--- src/rtl/alu_pkg.sv ---
`default_nettype none
// ============================================================================
// Module      : alu_pkg
// Description : Shared types for the shared-ALU arbiter/sequencer.
//               - alu_op_e : 2-bit ALU function code (op[1:0] of a request)
//               - state_e  : sequencer state (IDLE / EXEC / RESP)
// Revision    : 1.0  initial release
// ============================================================================
package alu_pkg;

    typedef enum logic [1:0] {
        ALU_ADD = 2'b00,
        ALU_SUB = 2'b01,
        ALU_AND = 2'b10,
        ALU_OR  = 2'b11
    } alu_op_e;

    typedef enum logic [1:0] {
        ST_IDLE = 2'b00,
        ST_EXEC = 2'b01,
        ST_RESP = 2'b10
    } state_e;

endpackage : alu_pkg
`default_nettype wire

--- src/rtl/rr_arb2.sv ---
`default_nettype none
// ============================================================================
// Module      : rr_arb2
// Description : Two-input round-robin picker, purely combinational.
//               On a tie the requester that did not win last time is chosen;
//               a lone requester always wins.
// Ports       : req[1:0]   in  request vector
//               last_grant in  id of the previous winner
//               enable     in  arbitration allowed this cycle
//               gnt[1:0]   out one-hot grant (all zero when disabled/idle)
//               gnt_id     out index of the granted requester
// Revision    : 1.0  initial release
// ============================================================================
module rr_arb2 (
    input  logic [1:0] req,
    input  logic       last_grant,
    input  logic       enable,
    output logic [1:0] gnt,
    output logic       gnt_id
);

    always_comb begin
        gnt    = 2'b00;
        gnt_id = 1'b0;
        if (enable) begin
            case (req)
                2'b01: begin
                    gnt    = 2'b01;
                    gnt_id = 1'b0;
                end
                2'b10: begin
                    gnt    = 2'b10;
                    gnt_id = 1'b1;
                end
                2'b11: begin
                    gnt_id = ~last_grant;
                    gnt    = last_grant ? 2'b01 : 2'b10;
                end
                default: begin
                    gnt    = 2'b00;
                    gnt_id = 1'b0;
                end
            endcase
        end
    end

endmodule : rr_arb2
`default_nettype wire

--- src/rtl/alu_share_arb.sv ---
`default_nettype none
// ============================================================================
// Module      : alu_share_arb
// Description : Round-robin arbiter and sequencer for one shared integer ALU
//               serving two requesters. One operation in flight at a time:
//               IDLE (arbitrate/capture) -> EXEC (compute) -> RESP (handshake).
// Ports       : clk, rst                 clock, async active-high reset
//               reqN_valid/ready         request handshake, requester N
//               reqN_a, reqN_b, reqN_op  operands and op (op[2] ignored)
//               rspN_valid/ready         response handshake, requester N
//               rsp_result, rsp_zero     shared registered result and zero flag
// Revision    : 1.0  initial release
// ============================================================================
module alu_share_arb
    import alu_pkg::*;
#(
    parameter int WIDTH = 32
) (
    input  logic             clk,
    input  logic             rst,
    input  logic             req0_valid,
    output logic             req0_ready,
    input  logic [WIDTH-1:0] req0_a,
    input  logic [WIDTH-1:0] req0_b,
    input  logic [2:0]       req0_op,
    input  logic             req1_valid,
    output logic             req1_ready,
    input  logic [WIDTH-1:0] req1_a,
    input  logic [WIDTH-1:0] req1_b,
    input  logic [2:0]       req1_op,
    output logic             rsp0_valid,
    input  logic             rsp0_ready,
    output logic             rsp1_valid,
    input  logic             rsp1_ready,
    output logic [WIDTH-1:0] rsp_result,
    output logic             rsp_zero
);

    state_e           r_state;
    logic             r_last_grant;
    logic             r_id;
    logic [WIDTH-1:0] r_a;
    logic [WIDTH-1:0] r_b;
    alu_op_e          r_op;

    logic [1:0]       w_gnt;
    logic             w_gnt_id;
    logic             w_enable;
    logic             w_rsp_ready_sel;
    logic             w_unused;

    // Ready must stay low while reset is held, even though state is IDLE.
    assign w_enable = (r_state == ST_IDLE) && !rst;

    rr_arb2 u_rr_arb2 (
        .req        ({req1_valid, req0_valid}),
        .last_grant (r_last_grant),
        .enable     (w_enable),
        .gnt        (w_gnt),
        .gnt_id     (w_gnt_id)
    );

    assign req0_ready = w_gnt[0];
    assign req1_ready = w_gnt[1];

    assign rsp0_valid = (r_state == ST_RESP) && !r_id;
    assign rsp1_valid = (r_state == ST_RESP) &&  r_id;

    // Only the owner's ready can retire the response.
    assign w_rsp_ready_sel = r_id ? rsp1_ready : rsp0_ready;

    assign w_unused = req0_op[2] ^ req1_op[2];

    always_ff @(posedge clk or posedge rst) begin
        if (rst) begin
            r_state      <= ST_IDLE;
            r_last_grant <= 1'b1;
            r_id         <= 1'b0;
            r_a          <= '0;
            r_b          <= '0;
            r_op         <= ALU_ADD;
            rsp_result   <= '0;
            rsp_zero     <= 1'b1;
        end else begin
            case (r_state)
                ST_IDLE: begin
                    if (|w_gnt) begin
                        r_a          <= w_gnt_id ? req1_a : req0_a;
                        r_b          <= w_gnt_id ? req1_b : req0_b;
                        r_op         <= alu_op_e'(w_gnt_id ? req1_op[1:0] : req0_op[1:0]);
                        r_id         <= w_gnt_id;
                        r_last_grant <= w_gnt_id;
                        r_state      <= ST_EXEC;
                    end
                end
                ST_EXEC: begin
                    case (r_op)
                        ALU_ADD: begin
                            rsp_result <= r_a + r_b;
                            rsp_zero   <= ((r_a + r_b) == '0);
                        end
                        ALU_SUB: begin
                            rsp_result <= r_a - r_b;
                            rsp_zero   <= ((r_a - r_b) == '0);
                        end
                        ALU_AND: begin
                            rsp_result <= r_a & r_b;
                            rsp_zero   <= ((r_a & r_b) == '0);
                        end
                        default: begin
                            rsp_result <= r_a | r_b;
                            rsp_zero   <= ((r_a | r_b) == '0);
                        end
                    endcase
                    r_state <= ST_RESP;
                end
                ST_RESP: begin
                    if (w_rsp_ready_sel) begin
                        r_state <= ST_IDLE;
                    end
                end
                default: begin
                    r_state <= ST_IDLE;
                end
            endcase
        end
    end

endmodule : alu_share_arb
`default_nettype wire

--- config.mk ---
export PLATFORM = sky130hd
export DESIGN_NAME = alu_share_arb
export DESIGN_NICKNAME = d
export VERILOG_FILES = /design/src/rtl/alu_pkg.sv /design/src/rtl/rr_arb2.sv /design/src/rtl/alu_share_arb.sv
export SDC_FILE = /design/constraint.sdc
export NUM_CORES = 1
export LEC_CHECK = 0
export BUFFER_PORTS_ARGS = -buffer_cell sky130_fd_sc_hd__buf_2
export CORE_UTILIZATION = 55
export DETAILED_ROUTE_END_ITERATION = 16
export PLACE_DENSITY = 0.86
export SLEW_MARGIN = 40
export SYNTH_ARGS = -nofsm -noshare
export SYNTH_HDL_FRONTEND = slang
export SYNTH_SLANG_ARGS = --single-unit
--- constraint.sdc ---
create_clock -name clk -period 11.4 [get_ports clk]
set_input_delay 3.42 -clock clk [delete_from_list [all_inputs] [get_ports clk]]
set_output_delay 3.42 -clock clk [all_outputs]
set_load 0.1 [all_outputs]
Word level (Yosys, flattened, before mapping) --
Index checks and enable logic that the tools add are counted.
Storage, ports and cells: memory bits (read-only) 0, bits of input ports 140, memories kept 0, logic and storage cells 50, output and inout port bits 37, flip-flop bits (word level) 103, memory bits (writable) 0, bits in latches 0
Operators by class: bitwise gates (word level) 3, div/mod/pow operators 0, mux-type cells 14, equality and inequality tests 9, $lt $le $gt $ge 0, reductions and logical operators 14, shift operators 0, add/subtract/negate cells 2, $mul 0
Operators by type and width (count):
- 32-bit logical NOT | 4
- 32-bit case mux with 3 select lines | 1
- 32-bit two-way mux | 2
- 32-bit adder | 1
- 32-bit AND | 1
- 32-bit OR | 1
- 32-bit subtractor | 1
- 2-bit case mux with 3 select lines | 2
- 2-bit two-way mux | 5
- 2-bit == test (second input constant) | 4
- 2-bit by 1-bit == test with 1-bit output (second input constant) | 3
- 2-bit logical NOT | 2
- 2-bit AND reduction | 2
- 1-bit logical AND | 3
- 1-bit case mux with 3 select lines | 1
- 1-bit logical NOT | 2
- 1-bit two-way mux | 2
- 2-bit by 1-bit inequality test with 1-bit output (second input constant) | 1
- 2-bit inequality test (second input constant) | 1
- 1-bit case mux with 2 select lines | 1
- 2-bit OR reduction | 1
- 1-bit NOT | 1

Depth between registers and ports, before layout --
word-level depth 6, gate-level depth with buffers 14, mapped depth without buffers 14

Modules after synthesis --
Synthesis repeated with hierarchy kept, for this count alone.
Second synthesis, totals: cells, all modules 1208, area, all modules 9791.9 µm²
By module, submodules not included:
- alu_share_arb | cells each 1202, area an instance 9765.6 µm², sequential area each 2580.0 µm², times used 1
- rr_arb2 | cells each 6, area an instance 26.3 µm², sequential area each 0.0 µm², times used 1

Least setup slack after synthesis --
OpenSTA, ideal clock, no wires.
path kind input port to output port, start point input port rst, end point output port req0_ready, stages on the path 4, path buffers 1, slack 2.955 ns, required time 7.980 ns, arrival 5.025 ns, path through nor3_1 -> nand3_1 -> inv_2 -> clkbuf_1
On the way: word-level cells in the longest chain between the ends 3
Ends and longest elaborated chain:
- start: declaration | RTL line alu_share_arb.sv:20 | input logic rst,
- 1-bit logical NOT (no line)
- 1-bit logical AND | RTL line alu_share_arb.sv:53 | assign w_enable = (r_state == ST_IDLE) && !rst;
- 2-bit two-way mux | RTL line rr_arb2.sv:25 | if (enable) begin
- end: declaration | RTL line alu_share_arb.sv:22 | output logic req0_ready,
No other way between the ends.

Worst setup path in the final report --
Same ends and word-level chain as after synthesis.

==> key figures <==
Clock network
  – Buffer cell driving the clock tree root: sky130_fd_sc_hd__clkbuf_16
  – Post CTS Setup Buffer Count: 0
  – Deepest clock path buffer count: 2
  – Number of buffers added by the clock tree synthesis step: 9
  – Clock tree sinks: 103
  – H-tree lvl count: 3
  – Quantity of gates resized following cts: 0
  – Worst-path clk slew: 0.07 ns
  – Insertion delay of the later-clocked pin in the worst-skew pair: 0.37 ns
  – Hold bufs inserted after CTS: 0
  – CTS tree: yes

Cells and area
  – Diodes inserted: 0
  – Final #Nets: 1697
  – Share of layout cells above drive strength 1: 16.8%
  – Area grow syn2layout: 12.1%
  – Final cell count without fillers: between 1500 and 2000

Hold path
  – Class of the tightest hold or removal check: reg -> reg

Global route
  – Initial antenna violation count: 1
  – Leftover overflow at the end of global routing: 0
  – Maximum number of pins on one net before global-route repair: 71
  – First-pass GRT wire length: 51000 um
  – Aggregate global-route resource usage: 35.8%
  – Vias in the first global route: 9307

Logic synthesis
  – Leading area contributor after synthesis: sky130_fd_sc_hd__dfrtp_1
  – Sequential-to-total area share from yosys stat: 25.7%
  – Ys flop type: sky130_fd_sc_hd__dfrtp_1
  – Syn Std Cell Area: between 0.01 and 0.015 sq mm
  – Distinct cells, synth: between 80 and 90
  – Syn_nets: 1584
  – Number of flops mapped to enable cells by yosys: 0
  – Post-Synthesis Mean Instance Area: 7.46 sq um
  – Number of instances in the synthesized netlist: around 1300
  – Most area-consuming cells after synthesis: sky130_fd_sc_hd__dfrtp_1 25%, sky130_fd_sc_hd__ha_1 12%, sky130_fd_sc_hd__nand2_1 8.9%, sky130_fd_sc_hd__a31oi_1 4.7%, sky130_fd_sc_hd__nor2_1 4.6%
  – Share of Yosys cell area claimed by the top area cell type: around 25%
  – Yosys warnings: 0
  – Synth async-reset ratio: 100%
  – #FFs+latches synth: 103

Floorplan
  – Standard cell core area: around 0.018 sq mm
  – Area enclosed by the die boundary: 0.0188 sq mm
  – Horiz. Die Dim: 137 um
  – Die height: 137 um
  – Std cell rows: 49
  – I/O pin total: approximately 180
  – Effective utilization at floorplan: 56.1%

Critical path
  – Type of origin of the critical path: input pin
  – Crit path kind: in -> out
  – Maximum fanout along the worst path: between 60 and 70
  – Arrival time reported for the critical path endpoint: 5.18 ns
  – Kind of end point of the critical path: primary output
  – Data required time at the worst endpoint: 7.98 ns

Timing
  – Final period demand of the worst path: 8.60 ns
  – Worst Hold Slack: 0.469 ns
  – Final worst clock skew: 0.0102 ns
  – Setup repair after global routing missed its margin: no
  – Number of failing setup endpoints in the final timing report: 0
  – Worst Tran Pin Value: 0.794 ns
  – Count of endpoints failing hold in the final timing report: 0
  – Max-slew headroom at the worst pin: roughly 47%
  – Max-slew violations: 0
  – Highest attainable clock frequency: 116 MHz
  – Setup total negative slack: 0 ns
  – Tcrit/Tclk final: 75.4%

Place
  – Number of buffers inserted by port buffering: 174
  – Post-DP HPWL: 25900 um
  – Number of placed cells counting well taps: 1677
  – Global placer's final weighted congestion: 0.985

Drt
  – Highest metal layer with signal wires: met5
  – Final routed wire length divided by cell count: between 15 and 20 um
  – Vias post-DR: 10500
  – DRT met1 WL: 15400 um
  – Amount of wire on met3 after detailed routing: 3470 um
  – Met2 wire length: 13200 um
  – Remaining antenna violation count after routing: 0
  – Via density: 6.18
  – Final Routed Wirelength: 32600 um
  – Post-route DRC violation count: 0
  – DRC violation total after the first TritonRoute iteration: between 1000 and 1500
  – Number of optimization iterations in the first detailed-route pass: 5

Run status
  – Run status: complete, no violations

Flow run
  – Total of max-cap violations: 0
## logic make-up after synthesis
logic type	after synthesis	share of synthesized area, %
AND/OR/NAND/NOR	525	23.8
AO/OA/AOI/OAI	356	23.2
buffers and inverters	195	7.47
flip-flops	103	25.7
adder cells (fa/ha/maj)	98	12.4
XOR/XNOR	47	4.10
multiplexers	22	3.46
## synthesized netlist by cell type (15+ instances only)
| cell | number |
|---|---|
| sky130_fd_sc_hd__a211oi_1 | 15 |
| sky130_fd_sc_hd__a21o_1 | 18 |
| sky130_fd_sc_hd__a21oi_1 | 72 |
| sky130_fd_sc_hd__a31oi_1 | 75 |
| sky130_fd_sc_hd__clkbuf_1 | 64 |
| sky130_fd_sc_hd__dfrtp_1 | 101 |
| sky130_fd_sc_hd__ha_1 | 96 |
| sky130_fd_sc_hd__inv_1 | 106 |
| sky130_fd_sc_hd__nand2_1 | 238 |
| sky130_fd_sc_hd__nand3_1 | 26 |
| sky130_fd_sc_hd__nand4_1 | 18 |
| sky130_fd_sc_hd__nor2_1 | 123 |
| sky130_fd_sc_hd__nor3_1 | 25 |
| sky130_fd_sc_hd__nor4_1 | 24 |
| sky130_fd_sc_hd__o211ai_1 | 15 |
| sky130_fd_sc_hd__o21ai_0 | 75 |
| sky130_fd_sc_hd__o31ai_1 | 17 |
| sky130_fd_sc_hd__xnor2_1 | 39 |
## sequential cells by signal, indices dropped and copies added (netlist names)
register	flops
r_a	32
r_b	32
r_id	1
r_last_grant	1
r_op	2
r_state	2
rsp_result	32
rsp_zero	1
## stage by stage
stage | utilization [%] | instance area [sq um] | setup WS, ns
after floorplan | - | 10000 | 2.95
after global placement | 61.3 | 11000 | 2.49
after detailed placement | 61.3 | 11000 | 2.82
after CTS | 62.9 | 11300 | 2.81
after global routing | 62.9 | 11300 | 2.66
final | 62.9 | 11300 | 2.80
## routing by layer
| metal | GRT usage [%] | vias to the layer above |
|---|---|---|
| met4 | 8.30 | 2 |
| met5 | 0 | - |
| li1 | - | 4959 |
| met2 | 50.8 | 533 |
| met1 | 54.0 | 4927 |
| met3 | 8.48 | 40 |
## placed cells by master (no fill, tap or decap), drive strengths merged, types with 19 or more instances in the layout
| master | n |
|---|---|
| nand2 | 238 |
| buf | 184 |
| nor2 | 124 |
| inv | 112 |
| dfrtp | 101 |
| ha | 96 |
| o21ai | 77 |
| a31oi | 76 |
| a21oi | 72 |
| xnor2 | 39 |
| nor3 | 26 |
| nand3 | 26 |
| nor4 | 24 |
| o31ai | 19 |
## worst paths after layout
path                                startpoint              to  slack, ns  cells past startpoint
worst min register to register  rsp_result[26]  rsp_result[26]       0.47                      1
worst min-delay path            rsp_result[26]  rsp_result[26]       0.47                      1
min in group asynchronous                  rst      r_state[1]       3.13                      2
worst max-delay path                       rst      req0_ready       2.80                      6
worst max register to register          r_a[1]        rsp_zero       6.80                     12
max in group asynchronous                  rst         r_op[1]       7.10                      3
## critical path: stages
cell and delay (ns):
sky130_fd_sc_hd__buf_2 0.12, sky130_fd_sc_hd__nor3_2 0.53, sky130_fd_sc_hd__nand3_2 0.14, sky130_fd_sc_hd__buf_4 0.38, sky130_fd_sc_hd__inv_2 0.13, sky130_fd_sc_hd__buf_2 0.43
## cell type report
cell class | count | area (sq um)
Inverter | 113 | 427
Clock buffer | 10 | 239
Clock inverter | 5 | 35.0
Fill cell | 1617 | 6650
Multi-Input combinational cell | 1048 | 6740
Tap cell | 229 | 287
Sequential cell | 103 | 2580
Timing Repair Buffer | 184 | 946
Power is not shown: default switching activity piles up to over one toggle a cycle in this logic, so the estimate is an artifact.
